### config.mk
export PLATFORM = sky130hd
export DESIGN_NAME = sigma_io_responder_flat
export DESIGN_NICKNAME = d
export VERILOG_FILES = /design/src/rtl/sigma_io_responder_if.sv /design/src/rtl/sigma_io_responder.sv /design/src/flat_wrapper.sv
export SDC_FILE = /design/constraint.sdc
export NUM_CORES = 1
export LEC_CHECK = 0
export BUFFER_PORTS_ARGS = -buffer_cell sky130_fd_sc_hd__clkbuf_2
export CAP_MARGIN = 20
export CORE_MARGIN = 1
export CORE_UTILIZATION = 50
export CTS_CLUSTER_DIAMETER = 200
export DETAILED_ROUTE_END_ITERATION = 8
export PLACE_DENSITY = 0.73
export SLEW_MARGIN = 20
export SYNTH_ARGS = -nofsm -noshare
export SYNTH_HDL_FRONTEND = slang
export SYNTH_SLANG_ARGS = --single-unit
### constraint.sdc
create_clock -name clock -period 5.7 [get_ports clock]
set_input_delay 1.14 -clock clock [delete_from_list [all_inputs] [get_ports clock]]
set_output_delay 1.14 -clock clock [all_outputs]
set_load 0.005 [all_outputs]
### src/rtl/sigma_io_responder_if.sv
// CPU-side bus and console TX stream bundle for sigma_io_responder.
interface sigma_io_responder_if;
  logic [15:31] address;
  logic         write_en;
  logic [0:31]  data_in;
  logic [0:31]  data_out;
  logic         hit;
  logic         tx_valid;
  logic [0:7]   tx_data;
  logic         tx_ready;

  modport master (
    output address, write_en, data_in, tx_ready,
    input  data_out, hit, tx_valid, tx_data
  );

  modport slave (
    input  address, write_en, data_in, tx_ready,
    output data_out, hit, tx_valid, tx_data
  );
endinterface

### src/rtl/sigma_io_responder.sv
// Memory-mapped I/O responder: halt mailbox, console TX FIFO, status and cycle counter.
// Optional watchdog auto-halt enabled by defining IO_WATCHDOG_EN.
module sigma_io_responder #(
  parameter logic [15:31] BASE_ADDR  = 17'h00100,
  parameter logic [0:31]  HALT_MAGIC = 32'h00010001,
  parameter int unsigned  FIFO_DEPTH = 8,
  parameter int unsigned  WDOG_LIMIT = 10000
) (
  input  logic              clock,
  input  logic              reset,
  sigma_io_responder_if.slave bus,
  output logic              halted,
  output logic [0:31]       exit_code
);

  localparam int unsigned PW     = (FIFO_DEPTH > 1) ? $clog2(FIFO_DEPTH) : 1;
  localparam logic [PW-1:0] LAST_PTR = PW'(FIFO_DEPTH - 1);
  localparam logic [3:0]  DEPTH_L    = 4'(FIFO_DEPTH);

  typedef enum logic [1:0] {
    REG_HALT   = 2'd0,
    REG_TXDATA = 2'd1,
    REG_STATUS = 2'd2,
    REG_CYCLES = 2'd3
  } reg_sel_e;

  reg_sel_e       sel;
  logic           wr_any;
  logic           wr_halt;
  logic           wr_tx;
  logic           wr_status;
  logic           wr_cycles;

  logic [0:7]     mem [FIFO_DEPTH];
  logic [PW-1:0]  rd_ptr;
  logic [PW-1:0]  wr_ptr;
  logic [3:0]     count;
  logic           full;
  logic           empty;
  logic           pop;
  logic           push_ok;
  logic           drop;
  logic           overflow;
  logic [0:31]    cycles;
  logic [0:31]    status;

  assign bus.hit   = (bus.address[15:29] == BASE_ADDR[15:29]);
  assign sel       = reg_sel_e'(bus.address[30:31]);
  assign wr_any    = bus.write_en & bus.hit;
  assign wr_halt   = wr_any & (sel == REG_HALT);
  assign wr_tx     = wr_any & (sel == REG_TXDATA);
  assign wr_status = wr_any & (sel == REG_STATUS);
  assign wr_cycles = wr_any & (sel == REG_CYCLES);

  assign empty   = (count == 4'd0);
  assign full    = (count == DEPTH_L);
  assign pop     = ~empty & bus.tx_ready;
  // A full FIFO still takes a push when the head leaves in the same cycle.
  assign push_ok = wr_tx & (~full | pop);
  assign drop    = wr_tx & ~push_ok;

  assign bus.tx_valid = ~empty;
  assign bus.tx_data  = empty ? '0 : mem[rd_ptr];

  assign status = {halted, overflow, full, empty, 24'd0, count};

  always_comb begin
    bus.data_out = '0;
    if (bus.hit) begin
      case (sel)
        REG_HALT:   bus.data_out = exit_code;
        REG_TXDATA: bus.data_out = '0;
        REG_STATUS: bus.data_out = status;
        REG_CYCLES: bus.data_out = cycles;
        default:    bus.data_out = '0;
      endcase
    end
  end

  always_ff @(posedge clock or posedge reset) begin
    if (reset) begin
      for (int unsigned i = 0; i < FIFO_DEPTH; i++) begin
        mem[i] <= '0;
      end
      rd_ptr <= '0;
      wr_ptr <= '0;
      count  <= '0;
    end else begin
      if (push_ok) begin
        mem[wr_ptr] <= bus.data_in[24:31];
        wr_ptr      <= (wr_ptr == LAST_PTR) ? '0 : wr_ptr + 1'b1;
      end
      if (pop) begin
        rd_ptr <= (rd_ptr == LAST_PTR) ? '0 : rd_ptr + 1'b1;
      end
      case ({push_ok, pop})
        2'b10:   count <= count + 4'd1;
        2'b01:   count <= count - 4'd1;
        default: count <= count;
      endcase
    end
  end

  // A drop in the same cycle as a W1C write leaves overflow set.
  always_ff @(posedge clock or posedge reset) begin
    if (reset) begin
      overflow <= 1'b0;
    end else if (drop) begin
      overflow <= 1'b1;
    end else if (wr_status && bus.data_in[1]) begin
      overflow <= 1'b0;
    end
  end

  always_ff @(posedge clock or posedge reset) begin
    if (reset) begin
      cycles <= '0;
    end else if (wr_cycles) begin
      cycles <= bus.data_in;
    end else if (!halted) begin
      cycles <= cycles + 32'd1;
    end
  end

`ifdef IO_WATCHDOG_EN
  logic [31:0] wdog_cnt;
  logic        wdog_expire;

  assign wdog_expire = ~halted & ~wr_any & (wdog_cnt == 32'(WDOG_LIMIT - 1));

  always_ff @(posedge clock or posedge reset) begin
    if (reset) begin
      wdog_cnt <= '0;
    end else if (wr_any) begin
      wdog_cnt <= '0;
    end else if (!halted) begin
      wdog_cnt <= wdog_cnt + 32'd1;
    end
  end
`else
  logic unused_wdog_cfg;
  assign unused_wdog_cfg = (WDOG_LIMIT == 0);
`endif

  always_ff @(posedge clock or posedge reset) begin
    if (reset) begin
      halted    <= 1'b0;
      exit_code <= '0;
    end else if (!halted) begin
      if (wr_halt) begin
        exit_code <= bus.data_in;
        halted    <= (bus.data_in == HALT_MAGIC);
      end
`ifdef IO_WATCHDOG_EN
      else if (wdog_expire) begin
        halted    <= 1'b1;
        exit_code <= 32'hDEAD0001;
      end
`endif
    end
  end

endmodule
### src/flat_wrapper.sv
// flat-port wrapper written by rule: the top's interface ports become plain ports
module sigma_io_responder_flat 
#(
  parameter logic [15:31] BASE_ADDR  = 17'h00100,
  parameter logic [0:31]  HALT_MAGIC = 32'h00010001,
  parameter int unsigned  FIFO_DEPTH = 8,
  parameter int unsigned  WDOG_LIMIT = 10000
)
  (clock, reset, halted, exit_code, bus_address, bus_write_en, bus_data_in, bus_tx_ready, bus_data_out, bus_hit, bus_tx_valid, bus_tx_data);
  sigma_io_responder_if bus_i ();
  input  logic clock;
  input  logic reset;
  output logic halted;
  output logic [0:31] exit_code;
  input wire logic [$bits(bus_i.address)-1:0] bus_address;
  input wire logic [$bits(bus_i.write_en)-1:0] bus_write_en;
  input wire logic [$bits(bus_i.data_in)-1:0] bus_data_in;
  input wire logic [$bits(bus_i.tx_ready)-1:0] bus_tx_ready;
  output wire logic [$bits(bus_i.data_out)-1:0] bus_data_out;
  output wire logic [$bits(bus_i.hit)-1:0] bus_hit;
  output wire logic [$bits(bus_i.tx_valid)-1:0] bus_tx_valid;
  output wire logic [$bits(bus_i.tx_data)-1:0] bus_tx_data;
  assign bus_i.address = bus_address;
  assign bus_i.write_en = bus_write_en;
  assign bus_i.data_in = bus_data_in;
  assign bus_i.tx_ready = bus_tx_ready;
  assign bus_data_out = bus_i.data_out;
  assign bus_hit = bus_i.hit;
  assign bus_tx_valid = bus_i.tx_valid;
  assign bus_tx_data = bus_i.tx_data;
  sigma_io_responder #(.BASE_ADDR(BASE_ADDR), .HALT_MAGIC(HALT_MAGIC), .FIFO_DEPTH(FIFO_DEPTH), .WDOG_LIMIT(WDOG_LIMIT)) u_core (.clock(clock), .reset(reset), .bus(bus_i), .halted(halted), .exit_code(exit_code));
endmodule
### Word level (Yosys, flattened, before mapping)

Cells that the tools add are included.
Widths: inputs -> output; s select.

| word-level totals | value |
|---|---|
| bits in registers | 140 |
| input bits | 53 |
| output and inout bits | 75 |

| operators by class | value |
|---|---|
| $add $sub $neg | 5 |
| order comparisons | 3 |
| equality and inequality tests | 11 |
| mux-type cells | 18 |
| bitwise logic cells | 15 |
| reduce and logical (&&, ||, !) cells | 7 |

Operators with widths:

| cell | number |
|---|---|
| $pmux 32 s4 | 1 |
| $mux 32 | 3 |
| $bwmux 64 | 1 |
| $add 32x1->32 const B | 1 |
| $eq 32x17->1 const B | 1 |
| $mux 8 | 4 |
| $bmux 8 s3 | 1 |
| $demux 8 s3 | 1 |
| $eq 15x7->1 const B | 1 |
| $and 1x1->1 | 8 |
| $ge 4x4->1 const B | 2 |
| $not 3->4 | 2 |
| $pmux 4 s2 | 1 |
| $add 3x1->3 const B | 2 |
| $eq 2x2->1 const B | 3 |
| $eq 3x3->1 const B | 2 |
| $mux 3 | 2 |
| $add 4x1->4 const B | 1 |
| $eq 2x1->1 const B | 2 |
| $eq 4x4->1 const B | 1 |
| $logic_not 4->1 | 1 |
| $lt 4x1->1 const B | 1 |
| $mux 1 | 4 |
| $not 1->1 | 4 |
| 7 further kinds | 9 |

### Logic depth before layout (Yosys ltp)

Gate-level depths: netlist of run 1.

| logic depth | value |
|---|---|
| word-level depth | 8 |
| depth in mapped cells | 12 |
| mapped depth without buffers | 11 |

### Worst setup path after synthesis of run 1

No wires, ideal clock.

| timing | value |
|---|---|
| kind | input-to-output |
| from | in bus_address[10] |
| to | out bus_data_out[10] |
| arrival | 2138 ps |
| data required time | 4560 ps |
| path slack | 2422 ps |
| cell stages on the path | 5 |
| cell sequence | nor4b_1 > and3_1 > nand2_1 > clkbuf_1 > nor2_1 |

| on the way | value |
|---|---|
| cells in the longest elaborated chain, start to end | 2 |

Ends and longest elaborated chain:

| what | line | text |
|---|---|---|
| start: declaration | flat_wrapper.sv:15 | `input wire logic [$bits(bus_i.address)-1:0] bus_address;` |
| $eq 15x7->1 | sigma_io_responder.sv:47 | `assign bus.hit = (bus.address[15:29] == BASE_ADDR[15:29]);` |
| $mux 32 | sigma_io_responder.sv:69 | `if (bus.hit) begin` |
| end: declaration | flat_wrapper.sv:19 | `output wire logic [$bits(bus_i.data_out)-1:0] bus_data_out;` |

Every way passes these cells.

### Worst setup path in the final report of run 1

| timing | value |
|---|---|
| from | in bus_address[10] |
| to | out bus_data_out[8] |

The elaborated chain is that of the path after synthesis.

==> results of run 1 <==
[cells in the mapped netlist (all sizes together), types with 4 or more instances]
library cell	count	area, sq um
mux2	105	1182
nand4	14	87.58
xnor2	9	78.83
inv	7	26.28
buf	11	56.30
nor4b	7	106.4
dfrtp	140	3503
nand2	31	116.4
nand3	13	77.58
and4	5	46.29
clkbuf	34	127.6
nor2	70	265.3
o21ai	18	90.09
a21oi	22	110.1
xor2	27	236.5
and3	9	56.30
nor4	10	90.08
mux4	16	360.4
nand2b	4	25.02
mux2i	9	90.09
a22oi	32	240.2
ha	8	100.1
nor3	9	67.56
[sequential cells by signal, summed over array words and instances (netlist names)]
register and flops:
u_core.count 4, u_core.cycles 32, u_core.exit_code 32, u_core.halted 1, u_core.mem 64, u_core.overflow 1, u_core.rd_ptr 3, u_core.wr_ptr 3
[layer usage]
layer / up-vias / routed length (um)
li1: 2492 / -
met1: 2808 / 7831
met2: 190 / 9155
met3: 25 / 881
met4: 0 / 359
met5: - / 0
[worst max-delay path: stages]
cell,delay (ps)
clkbuf_2,80
nor4b_1,350
and3_1,240
nand2_2,370
nor2_1,240
clkbuf_2,140
[area by class of cell]
cell class              count  area (sq um)  area share
well taps                 180         225.2     0.02577
flip-flops and latches    140          3503      0.4009
multi-input cells         436          3600      0.4119
inverters                   7         31.28    0.003580
clock inverters            11         212.7     0.02434
repair buffers            134         695.7     0.07961
clock buffers              21         470.5     0.05384
[cell usage in the layout (no fill, tap or decap), drive strengths merged, types with 5 or more instances in the layout]
master / n
clkbuf: 148
dfrtp: 140
mux2: 105
nor2: 70
a22oi: 32
nand2: 31
xor2: 27
a21oi: 22
o21ai: 18
mux4: 16
nand4: 14
nand3: 13
nor4: 10
mux2i: 9
and3: 9
xnor2: 9
nor3: 9
ha: 8
inv: 7
buf: 7
nor4b: 7
bufinv: 6
and4: 5
[power groups by stage]
stage                     clock (mW)  combinational (mW)  sequential, mW
after floorplan                    0               0.263            1.05
after global placement             0               0.288            1.11
after detailed placement           0               0.301            1.12
after CTS                       1.29               0.306            1.10
after global routing            1.33               0.331            1.11
final                           1.28               0.303            1.10
[logic make-up after synthesis]
| group | synth area share |
|---|---|
| DFF | 0.4812 |
| and+or+nand+nor | 0.1440 |
| buffers and inverters | 0.02887 |
| adders and majority gates | 0.01375 |
| xor gates and xnor gates | 0.04331 |
| AOI/OAI and AO/OA | 0.06462 |
| muxes | 0.2243 |
[worst paths after layout]
kind / startpoint / endpoint / depth (start not counted)
worst max register to register: u_core.count[2] / u_core.count[3] / 8
max in group asynchronous: reset / u_core.rd_ptr[1] / 3
min in group asynchronous: reset / u_core.mem[55] / 2
worst min-delay path: u_core.mem[9] / u_core.mem[9] / 1
worst max-delay path: bus_address[10] / bus_data_out[8] / 6
worst min register to register: u_core.mem[9] / u_core.mem[9] / 1
[stage by stage]
step           total power, mW  cells
6_report                 2.684    929
5_1_grt                  2.769    929
4_1_cts                  2.697    928
3_5_place_dp             1.421    896
3_3_place_gp             1.402    896
2_1_floorplan            1.317    628
==> flow_metrics.tcl, run 1 <==
set metrics [dict create \
    met2_usage 0.4287 \
    worst_clock_skew_ps 13.01 \
    avgSynthCellArea_sq_um 11.59 \
    final_util 0.6223 \
    cts_tree "done" \
    place_congestion 0.8718 \
    syn_area_sq_mm 0.007281 \
    grt.met3_usage 0.04507 \
    cp-end-kind "output pin" \
    fin_crit_ps 3713 \
    rows 43 \
    clock_path_buffers 2 \
    finalHoldViolations 0 \
    peakVddDrop_mv 0.2651 \
    async_flop_share 1.000 \
    clk_latency_ps 430 \
    clkTransAtPathRegs_ps 60 \
    drtIter0Drc 420 \
    grt_usage 0.2560 \
    grt_antenna_before_repair 0 \
    area_delta_synth_final_pct 20.02 \
    postCtsHoldBufs 0 \
    io_buffers 127 \
    seq_power_share 0.411 \
    fmax_ghz 0.2693 \
    core_sq_mm 0.01404 \
    nFillCells 1085 \
    worst-path-max-fanout 34 \
    period_share 0.6514 \
    arrival_ps 2570 \
    yosys_warnings 0 \
    fp.dieW_um 122.7 \
    whs_ps 501.3 \
    reg2reg_slack_ps 2550 \
    cp-start-kind "input port" \
    switching_share 0.2482 \
    met1_usage 0.3258 \
    busiest_layer "met2" \
    yosys_register_bits 140 \
    cts_root_buf "clkbuf_16" \
    n_antenna_cell 0 \
    synth-main-ff-cell "dfrtp_1" \
    grt_overflow 0 \
    slew_headroom 0.3076 \
    dpl_cell_area_sq_mm 0.008038 \
    vias 5515 \
    post-dp-hpwl_um 12220 \
    drv_cap 0 \
    clock_power_share 0.476 \
    synthCells 628 \
    dieArea_sq_mm 0.01505 \
    wire_per_inst_um 19.62 \
    grt_pass1_wl_um 28570 \
    status "completed" \
    pre_cts_slack_ps 1637 \
    intPower_mw 2.018 \
    crit_required_ps 4560 \
    synth-edff-count 0 \
    grt_pass1_vias 5422 \
    cts_setup_buffers 0 \
    pwr_density_cell_mw_per_mm2 307.1 \
    setup_viol 0 \
    h-tree-depth 4 \
    tightest_slew_ps 1031 \
    rsz0062_at_grt "no" \
    ys_seq_area_frac 0.4812 \
    pwr-share-comb 0.113 \
    layout-drive-gt1-share 0.4059 \
    synth.net_count 689 \
    maxSlewViolCount 0 \
    leakage_nw 4.068 \
    firstDrtPassIters 5 \
    cts_buffers 17 \
    final_cell_area_sq_mm 0.008738 \
    crit_type "input port to output pin" \
    hold_class "flip-flop to flip-flop" \
    p_sw_mw 0.6662 \
    clock_sinks 140 \
    fin_ws_ps 1987 \
    dieHeight_um 122.7 \
    synth_cell_types 43 \
    grt_max_degree 98 \
    cts-resized-gates 0 \
    wl_um 18230 \
    drcViolationCount 0 \
    start_util 0.5185 \
    viasPerCell 5.936 \
    fin_tns_setup_ps 0 \
    fin_nets 797 \
    detail-route-antenna-nets 0 \
    ioPinCount 128 \
]
Note: power is estimated with default switching activity, not from simulation.
==> run 2, diff against run 1 <==
--- a/config.mk
+++ b/config.mk
@@ -11,7 +11,7 @@
 export CORE_UTILIZATION = 50
 export CTS_CLUSTER_DIAMETER = 200
 export DETAILED_ROUTE_END_ITERATION = 8
-export PLACE_DENSITY = 0.73
+export PLACE_DENSITY = 0.75
 export SLEW_MARGIN = 20
 export SYNTH_ARGS = -nofsm -noshare
 export SYNTH_HDL_FRONTEND = slang
==> constraint.sdc (replaced) <==
create_clock -name clock -period 3.4 [get_ports clock]
set_input_delay 0.68 -clock clock [delete_from_list [all_inputs] [get_ports clock]]
set_output_delay 0.68 -clock clock [all_outputs]
set_load 0.005 [all_outputs]
==> flow_metrics.tcl, run 2 (synthesized netlist as in run 1, its figures left out) <==
set metrics [dict create \
    status "completed" \
    wl_um 18320 \
    worst-path-max-fanout 26 \
    finalHoldViolations 0 \
    area_delta_synth_final_pct 20.33 \
    drcViolationCount 0 \
    crit_type "input port to output pin" \
    postCtsHoldBufs 0 \
    n_antenna_cell 0 \
    cts_tree "done" \
    detail-route-antenna-nets 0 \
    largest_reg_flops 64 \
    cp-end-kind "output pin" \
    wire_per_inst_um 19.51 \
    dieHeight_um 122.7 \
    clock_sinks 140 \
    ioPinCount 128 \
    fin_ws_ps 465.4 \
    h-tree-depth 4 \
    rsz0062_at_grt "no" \
    start_util 0.5185 \
    viasPerCell 5.858 \
    grt_overflow 0 \
    pwr_density_cell_mw_per_mm2 493.0 \
    clock_path_buffers 2 \
    whs_ps 325.8 \
    largestRegisters "u_core.mem x64, u_core.cycles x32, u_core.exit_code x32" \
    firstDrtPassIters 6 \
    cts-resized-gates 0 \
    post-dp-hpwl_um 12880 \
    layout_commonest_cell "dfrtp_1" \
    setup_viol 0 \
    cp-start-kind "input port" \
    period_share 0.8631 \
    drtIter0Drc 428 \
    dieArea_sq_mm 0.01505 \
    layout-drive-gt1-share 0.4084 \
    hold_class "input port to asynchronous set/reset pin" \
    grt_usage 0.2631 \
    leakage_nw 4.094 \
    core_sq_mm 0.01404 \
    final_cell_mix "dfrtp_1 (140), clkbuf_2 (127), mux2_2 (105)" \
    place_congestion 0.9054 \
    top_register "u_core.mem" \
    cts_buffers 17 \
    fin_nets 809 \
    fin_tns_setup_ps 0 \
    fin_crit_ps 2935 \
    fmax_ghz 0.3408 \
    fp.dieW_um 122.7 \
    drv_cap 0 \
    io_buffers 127 \
    clk_latency_ps 420 \
    power_mw 4.319 \
    slew_headroom 0.3104 \
    cts_root_buf "clkbuf_16" \
    final_util 0.6239 \
    worst_clock_skew_ps 7.498 \
    rows 43 \
    grt_pass1_vias 5545 \
    cts_setup_buffers 0 \
    arrival_ps 2250 \
    clkTransAtPathRegs_ps 50 \
    grt_max_degree 58 \
    vias 5501 \
    grt_pass1_wl_um 29610 \
    grt_antenna_before_repair 0 \
    pre_cts_slack_ps 366.0 \
    maxSlewViolCount 0 \
    peakVddDrop_mv 0.3737 \
    crit_required_ps 2720 \
    tightest_slew_ps 1026 \
]
[run 2: changes by cell type in the layout (fill, tap and decap cells not counted), moves of 2 or more]
cell / delta
buf_12: +2
buf_4: +11
bufinv_16: -2
clkinv_2: -2
[run 2: routing by layer]
metal,track usage,up-vias,share of wire
li1,-,2514,-
met5,0,-,0
met2,0.4386,200,0.51
met4,0.09451,0,0.016
met1,0.3405,2763,0.43
met3,0.05204,24,0.050
[run 2: final timing paths]
| path | cells after the start | startpoint | end | slack, ps |
|---|---|---|---|---|
| worst max-delay path | 7 | bus_address[10] | bus_data_out[15] | 470 |
| worst min-delay path | 2 | reset | u_core.mem[45] | 330 |
| worst max register to register | 9 | u_core.count[2] | u_core.count[3] | 670 |
| worst min register to register | 1 | u_core.mem[11] | u_core.mem[11] | 500 |
| max in group asynchronous | 3 | reset | u_core.exit_code[29] | 2190 |
| min in group clock | 1 | u_core.mem[11] | u_core.mem[11] | 500 |
[run 2: final cells by class]
type                       count  area, sq um
timing repair buffer         146        803.3
inverter                       7        30.03
multi-input combinational    436         3577
tap                          180        225.2
sequential                   140         3503
clock buffer                  21        460.4
clock inverter                 9        161.4
fill                        1081         5281
[run 2: critical path: stages]
cell and delay (ps):
clkbuf_2 90, nor4b_1 410, and3_1 240, nand2_1 220
buf_4 320, nor2_1 160, clkbuf_2 130
[run 2: stage by stage]
stage / instances / instance area, sq um
5_1_grt: 939 / 8761
4_1_cts: 939 / 8761
2_1_floorplan: 628 / 7284
3_3_place_gp: 909 / 8139
6_report: 939 / 8761
3_5_place_dp: 909 / 8139
[run 2: power by group]
| group | switching, mW | internal [mW] | total (mW) |
|---|---|---|---|
| combinational | 0.263 | 0.248 | 0.511 |
| clock | 0.700 | 1.26 | 1.96 |
| sequential | 0.135 | 1.71 | 1.84 |
| total | 1.10 | 3.22 | 4.32 |
==> run 3, diff against run 2 <==
--- a/config.mk
+++ b/config.mk
@@ -8,10 +8,9 @@
 export BUFFER_PORTS_ARGS = -buffer_cell sky130_fd_sc_hd__clkbuf_2
 export CAP_MARGIN = 20
 export CORE_MARGIN = 1
-export CORE_UTILIZATION = 50
+export CORE_UTILIZATION = 35
 export CTS_CLUSTER_DIAMETER = 200
 export DETAILED_ROUTE_END_ITERATION = 8
-export PLACE_DENSITY = 0.75
 export SLEW_MARGIN = 20
 export SYNTH_ARGS = -nofsm -noshare
 export SYNTH_HDL_FRONTEND = slang
==> flow_metrics.tcl, run 3 (synthesized netlist as in run 1, its figures left out) <==
set metrics [dict create \
    wl_met3_um 807 \
    area_delta_synth_final_pct 23.60 \
    drcViolationCount 0 \
    fin_ws_ps 356.7 \
    grt_overflow 0 \
    cts_setup_buffers 0 \
    largestRegisters "u_core.mem x64, u_core.cycles x32, u_core.exit_code x32" \
    fin_nets 813 \
    nFillCells 1903 \
    n_antenna_cell 0 \
    post-dp-hpwl_um 13130 \
    peakVddDrop_mv 0.3291 \
    leakage_nw 4.167 \
    top_layer "met4" \
    cp_slowest_stage_delay_ps 730 \
    pwr_density_cell_mw_per_mm2 510.1 \
    arrival_ps 2360 \
    clock_sinks 140 \
    drt-met1-wl_um 8496 \
    maxSlewViolCount 0 \
    slew_headroom 0.5767 \
    cp_top_family "multiplexers" \
    clock_path_buffers 2 \
    cts_tree "done" \
    dp_cells 1003 \
    period_share 0.8951 \
    worst-path-max-fanout 11 \
    final_util 0.4433 \
    postCtsHoldBufs 0 \
    grt_usage 0.1831 \
    worst_clock_skew_ps 8.841 \
    place_congestion 0.7743 \
    firstDrtPassIters 5 \
    top_register "u_core.mem" \
    fin_cells 1034 \
    start_util 0.3587 \
    viasPerCell 5.212 \
    hold_class "input port to asynchronous set/reset pin" \
    grt_pass1_vias 5275 \
    ioPinCount 128 \
    multi_input_area_sq_mm 0.003577 \
    core_sq_mm 0.02030 \
    clk_latency_ps 420 \
    fin_crit_ps 3043 \
    wl_met2_um 9130 \
    fin_tns_setup_ps 0 \
    setup_viol 0 \
    detail-route-antenna-nets 0 \
    dieHeight_um 146.2 \
    wl_um 18660 \
    cts_root_buf "clkbuf_16" \
    clkTransAtPathRegs_ps 60 \
    crit_required_ps 2720 \
    grt_antenna_before_repair 0 \
    regArea_sq_mm 0.003503 \
    largest_reg_flops 64 \
    grt_max_degree 90 \
    power_mw 4.590 \
    cts_buffers 17 \
    tightest_slew_ps 634.9 \
    cp-end-kind "output pin" \
    finalHoldViolations 0 \
    dieArea_sq_mm 0.02138 \
    rows 52 \
    fmax_ghz 0.3286 \
    crit_buf_inv 2 \
    layout_commonest_cell "dfrtp_1" \
    io_buffers 127 \
    status "completed" \
    wire_per_inst_um 18.04 \
    drv_cap 0 \
    vias 5389 \
    pre_cts_slack_ps 469.4 \
    fp.dieW_um 146.2 \
    slowest_stage "dfrtp_1" \
    rsz0062_at_grt "no" \
    cts-resized-gates 0 \
    cp-start-kind "flip-flop" \
    grt_pass1_wl_um 30210 \
    crit_type "flip-flop to output pin" \
    layout-drive-gt1-share 0.4149 \
    drtIter0Drc 278 \
    crit_chain "buf_4 > mux4_2 > mux2i_1 > nor2_1 > clkbuf_2" \
    final_cell_mix "dfrtp_1 (140), clkbuf_2 (127), mux2_2 (105)" \
    h-tree-depth 4 \
]
[run 3: cell types whose count changed in the layout (fill, tap and decap cells not counted), sizes merged]
cell / previous run / this run
clkinvlp: 3 / 1
bufinv: 4 / 7
clkbuf: 148 / 147
clkinv: 1 / 4
buf: 19 / 23
inv: 8 / 6
[run 3: final timing paths]
kind,from,endpoint,slack (ps),depth (start not counted)
max,u_core.rd_ptr[0],bus_tx_data[0],360,5
min,reset,u_core.exit_code[27],360,3
max reg2reg,u_core.count[2],u_core.count[2],750,10
min reg2reg,u_core.mem[45],u_core.mem[45],500,1
min in group clock,u_core.mem[45],u_core.mem[45],500,1
max in group asynchronous,reset,u_core.mem[1],2570,3
[run 3: power breakdown]
group	internal (mW)	leakage, nW	switching (mW)
combinational	0.259	2.05	0.250
sequential	1.71	1.77	0.150
clock	1.50	0.346	0.717
total	3.47	4.17	1.12
[run 3: layer usage]
layer,vias up,GRT usage
met1,2730,0.2450
li1,2514,-
met5,-,0
met4,0,0.05260
met2,129,0.3007
met3,16,0.03625
[run 3: tightest hold or removal path, delay by kind of cell]
family / cells / cell delay [ps]
buffers and inverters: 3 / 470
[run 3: final cells by class]
cell class              count  share of cell area
inverters                   7            0.003337
clock buffers              20             0.05186
well taps                 270             0.03754
multi-input cells         436              0.3975
repair buffers            150             0.09399
flip-flops and latches    140              0.3893
clock inverters            11             0.02642
[run 3: per-stage QoR]
stage,instance area (sq um),hold WS (ps)
CTS,8999,369.0
global route,8999,383.4
detailed placement,8294,490.6
floorplan,7284,465.5
global placement,8294,484.4
finish,8999,356.5
